## config.mk

```make
export PLATFORM = sky130hd
export DESIGN_NAME = bucket_hit_counter
export DESIGN_NICKNAME = d
export VERILOG_FILES = /design/src/rtl/bucket_hit_counter.sv
export SDC_FILE = /design/constraint.sdc
export NUM_CORES = 1
export LEC_CHECK = 0
export ABC_AREA = 1
export CAP_MARGIN = 20
export CORE_AREA = 2 2 276 278
export DETAILED_ROUTE_END_ITERATION = 8
export DIE_AREA = 0 0 278 280
export MAX_ROUTING_LAYER = met4
export PLACE_DENSITY = 0.63
export SETUP_SLACK_MARGIN = 0.2
export SLEW_MARGIN = 40
export SYNTH_ARGS = -nofsm -noshare
export SYNTH_HDL_FRONTEND = slang
export SYNTH_SLANG_ARGS = --single-unit
```

## constraint.sdc

```tcl
create_clock -name clk -period 8.3 [get_ports clk]
set_clock_uncertainty 0.1 [all_clocks]
set_input_delay 1.66 -clock clk [delete_from_list [all_inputs] [get_ports clk]]
set_output_delay 1.66 -clock clk [all_outputs]
set_load 0.03 [all_outputs]
```

## src/rtl/bucket_hit_counter.sv

```systemverilog
// Per-bucket saturating hit counters fed by the one-hot index from the leading-bucket lookup.
// The counters have a registered read port and are wiped by a sequenced clear, one counter per cycle.
//
//  state    | meaning
//  ---------+---------------------------------------------------------------
//  ST_IDLE  | accepting indices; clr_req starts a clear
//  ST_DRAIN | input stalled; the in-flight staged update commits
//  ST_CLEAR | input stalled; zero counter[ptr] each cycle, then return to idle
module bucket_hit_counter #(
  parameter int NUM_BUCKETS = 12,
  parameter int CNT_WIDTH   = 32,
  parameter int ADDR_WIDTH  = 4
) (
  input  logic                   clk,
  input  logic                   reset,
  input  logic [NUM_BUCKETS-1:0] index_in,
  input  logic                   index_vld,
  output logic                   index_rdy,
  input  logic                   rd_req,
  input  logic [ADDR_WIDTH-1:0]  rd_addr,
  output logic                   rd_ack,
  output logic [CNT_WIDTH-1:0]   rd_data,
  input  logic                   clr_req,
  output logic                   clr_busy,
  output logic                   err_sticky
);

  localparam int NUM_CNT  = NUM_BUCKETS + 2;
  localparam int NONE_IDX = NUM_BUCKETS;
  localparam int ERR_IDX  = NUM_BUCKETS + 1;

  localparam logic [1:0] ST_IDLE  = 2'd0;
  localparam logic [1:0] ST_DRAIN = 2'd1;
  localparam logic [1:0] ST_CLEAR = 2'd2;

  logic [1:0]             state;
  logic [ADDR_WIDTH-1:0]  ptr;
  logic [NUM_BUCKETS-1:0] s_idx;
  logic                   s_vld;
  logic [CNT_WIDTH-1:0]   cnt [NUM_CNT];
  logic [NUM_CNT-1:0]     inc_en;
  logic                   xfer;
  logic                   s_zero;
  logic                   s_multi;
  logic                   last_clr;
  logic [CNT_WIDTH-1:0]   rd_sel;

  assign index_rdy = (state == ST_IDLE);
  assign clr_busy  = (state != ST_IDLE);
  assign xfer      = index_vld & index_rdy;
  assign s_zero    = ~|s_idx;
  // Clearing the lowest set bit leaves something behind only if two or more bits were set.
  assign s_multi   = |(s_idx & (s_idx - NUM_BUCKETS'(1)));
  assign last_clr  = (state == ST_CLEAR) && (ptr == ADDR_WIDTH'(NUM_CNT - 1));

  always_comb begin
    inc_en = '0;
    if (s_vld) begin
      if (s_zero)       inc_en[NONE_IDX]          = 1'b1;
      else if (s_multi) inc_en[ERR_IDX]           = 1'b1;
      else              inc_en[NUM_BUCKETS-1:0]   = s_idx;
    end
  end

  always_comb begin
    rd_sel = '0;
    for (int i = 0; i < NUM_CNT; i++) begin
      if (rd_addr == ADDR_WIDTH'(i)) rd_sel = cnt[i];
    end
  end

  always_ff @(posedge clk) begin
    if (reset) begin
      state <= ST_IDLE;
      ptr   <= '0;
    end else begin
      case (state)
        ST_IDLE: begin
          if (clr_req) begin
            // An index accepted this same cycle still has to drain before clearing starts.
            state <= (s_vld | xfer) ? ST_DRAIN : ST_CLEAR;
            ptr   <= '0;
          end
        end
        ST_DRAIN: begin
          state <= ST_CLEAR;
          ptr   <= '0;
        end
        ST_CLEAR: begin
          if (last_clr) state <= ST_IDLE;
          else          ptr   <= ptr + ADDR_WIDTH'(1);
        end
        default: state <= ST_IDLE;
      endcase
    end
  end

  always_ff @(posedge clk) begin
    if (reset) begin
      s_vld <= 1'b0;
      s_idx <= '0;
    end else begin
      s_vld <= xfer;
      if (xfer) s_idx <= index_in;
    end
  end

  always_ff @(posedge clk) begin
    for (int i = 0; i < NUM_CNT; i++) begin
      if (reset)
        cnt[i] <= '0;
      else if (state == ST_CLEAR && ptr == ADDR_WIDTH'(i))
        cnt[i] <= '0;
      else if (inc_en[i] && cnt[i] != {CNT_WIDTH{1'b1}})
        cnt[i] <= cnt[i] + CNT_WIDTH'(1);
    end
  end

  always_ff @(posedge clk) begin
    if (reset)                err_sticky <= 1'b0;
    else if (last_clr)        err_sticky <= 1'b0;
    else if (inc_en[ERR_IDX]) err_sticky <= 1'b1;
  end

  always_ff @(posedge clk) begin
    if (reset) begin
      rd_ack  <= 1'b0;
      rd_data <= '0;
    end else begin
      rd_ack <= rd_req;
      if (rd_req) rd_data <= rd_sel;
    end
  end

endmodule
```

==> results.md <==
* CTS buffer count at 57
* Top_reg_cell synth: edfxtp_1
* Max_cap viols at 0
* Sw Ratio at 26.2%
* Longest Clk Path Bufs at 3
* Io pins at 57
* Synthesis-to-finish area growth at 10.9%
* Post-synthesis cell type count at 68
* First-pass GRT wire length at between 100000 and 150000 um
* DP HPWL at between 60000 and 70000 um
* DIE HEIGHT at 280 um
* Core Area at 0.0752 mm^2
* Final net count at 3943
* Internal power at 4.56 mW
* DR vias/cell at 5.40
* Post-synth EDFFs at 448
* Psw at 1.62 mW
* CTS resizes at 0
* Sequential Power Share at 49.1%
* CTS clk-pin slew, worst paths at around 60 ps
* Setup Crit Path Kind: primary input to flip-flop
* Vias in the first global route at 24200
* Largest net degree at the start of global routing at 48
* CTS tree: done
* Worst hold path class: flip-flop to flip-flop
* Root buffer cell: clkbuf_16
* Post-synth top area share at 43.0%
* CP required at 8690 ps
* Overflow after GRT at 0
* Asr flop ratio synth at 0%
* P per Cell Area at 178 mW/mm^2
* Area leader, netlist: edfxtp_1
* Clock network latency to the later pin of the worst-skew pair at 630 ps
* Commonest cells in the netlist: nand2_1, nor2_1, inv_1
* Syn Inst Count at just under 4000
* Row count at 101
* Worst Tran Pin Value at 788 ps
* RSZ-0062 raised after global routing: no
* Crit-path max FO at 19
* Final min period at 4890 ps
* Crit path to: rd_data[13]
* # DRC at 0
* Die Area at 0.0778 mm^2
* Launching point of the worst reg2reg path: cnt[0][97]
* Die W at between 200 and 300 um
* Startpoint types: primary input
* Cells on worst reg2reg path at 14
* Slew Limit Fails at 0
* Most common cell in the netlist: nand2_1
* Placer congestion estimate at 0.917
* PortBufs at 56
* Pre-antenna DRT Iters at 8
* Ys Warns at 0
* Hold Buf Count CTS at 0
* Mapped Nets at around 4000
* Seq/Total Area, Yosys at between 40% and 50%
* Routed Antenna Nets at 0
* Antenna violations before repair at 2
* Outcome: completed
* Critical Path Start: rd_addr[0]
* Flops & latches, synth at 501
* Crit Reg-Reg Endpoint: cnt[0][107]
* Period utilization at 58.9%
* Average size of a mapped cell at 8.11 um^2
* Share of cells above drive strength 1 at under 10%
* VDD IR max at 0.159 mV
* Max-slew headroom at 47.3%
* F_max at 205 MHz
* Initial Utilization at 41.6%
* WL per Instance at 18.3 um
* Most area-consuming cells after synthesis: edfxtp_1, nand2_1, nor2_1
* Via Count at 26600
* Cell Area, Synth at 0.0313 mm^2
* GRT Util Overall at 23.4%
* TritonCTS sink count at 501
* Setup crit end kind: flip-flop
* H-tree levels at 2
* Postcts setup bufs at 0
* Initial DRC Count at ~3000
* Data arrival, critical path at 5270 ps
* Combinational share of power at 8.5%
* WL final at 90100 um
* Clock share of power at 42.4%
* Final TNS setup at 0 ps
* Setup violators final at 0
* Final hold violations at 0
* Worst R2R Setup Slack at 4260 ps
* Pleak at 13.0 nW
* Util after Layout at 46.2%
-- logic make-up (layout without fill, tap and decap cells) --
logic type | after synthesis | in the layout | synth area share, %
AND/OR/NAND/NOR | 2045 | 2045 | 31.5
buffers and inverters | 674 | 766 | 8.72
flip-flops | 501 | 501 | 46.4
AO/OA/AOI/OAI | 470 | 470 | 8.53
XOR/XNOR | 148 | 148 | 4.14
adder cells (fa/ha/maj) | 18 | 18 | 0.720
multiplexers | 1 | 1 | 0.0320
other | 0 | 3 | 0
-- worst min path at each step --
stage                      end        from  cells past startpoint  slack, ps
floorplan             s_idx[2]    s_idx[2]                      2        360
global placement    rd_data[8]  rd_data[8]                      2        380
detailed placement  rd_data[9]  rd_data[9]                      2        380
CTS                 rd_data[9]  rd_data[9]                      2        390
global route        rd_data[9]  rd_data[9]                      2        400
finish              rd_data[9]  rd_data[9]                      2        380
-- metal layers --
metal | track usage [%] | up-vias | part of all wire (%)
li1 | - | 13100 | -
met1 | 34.8 | 12500 | 48
met2 | 33.7 | 894 | 43
met3 | 3.23 | 104 | 7.0
met4 | 5.54 | 0 | 2.2
met5 | - | - | 0
-- flip-flops by register name, summed over array words and instances, names as in the netlist --
name        flops
cnt           448
rd_data        32
s_idx          12
ptr             4
state           2
err_sticky      1
rd_ack          1
s_vld           1
-- power groups by stage --
| stage | clock network [mW] | logic [mW] | registers [mW] |
|---|---|---|---|
| 5_1_grt | 2.74 | 0.585 | 3.05 |
| 3_3_place_gp | 0 | 0.518 | 3.08 |
| 3_5_place_dp | 0 | 0.523 | 3.08 |
| 4_1_cts | 2.65 | 0.525 | 3.03 |
| 6_report | 2.62 | 0.527 | 3.03 |
| 2_1_floorplan | 0 | 0.336 | 3.04 |
-- cell type report --
class / count / area, um^2
timing repair buffer: 87 / 796
multi-input combinational: 2682 / 14100
clock inverter: 30 / 300
antenna: 3 / 7.51
inverter: 575 / 2160
tap: 978 / 1220
fill: 7394 / 40500
sequential: 501 / 14500
clock buffer: 74 / 1590
-- layout by cell type, fill, tap and decap left out, types with 14 or more instances in the layout --
cell type / n
nor3b_1: 62
clkdlybuf4s50_1: 55
o21ai_0: 151
a31oi_1: 17
nor3_2: 44
nand4_1: 137
ha_1: 18
nand2_1: 686
nor2_1: 571
clkbuf_16: 58
o22ai_1: 23
a21oi_1: 201
nor3_1: 171
nor4_1: 44
nand4_2: 19
nor2_2: 73
dfxtp_1: 53
edfxtp_1: 448
xor2_1: 112
a21oi_2: 14
buf_4: 30
inv_1: 560
xnor2_1: 36
nand3_1: 149
and3_1: 18
-- metrics by stage --
step	hold WS, ps	power [mW]	cell area (um^2)	instances	setup WS (ps)
final	384	6.18	34700	4930	3410
after global routing	396	6.37	34700	4929	3030
after CTS	388	6.20	34700	4927	3460
after detailed placement	377	3.60	32800	4823	2810
after global placement	380	3.60	32700	4822	2930
after floorplan	364	3.38	31300	3857	4020
-- worst max-delay path, cell delays in order --
cell and delay, ps:
clkdlybuf4s50_1 560, inv_1 80, nor2_1 400, inv_1 200, nor2_1 410, buf_4 300, clkinv_1 460, o22ai_1 400
nand3_1 150, nor3_1 310, nand4_1 110, o21ai_0 160, a21oi_1 80
Note: power is estimated with default switching activity, not from simulation.
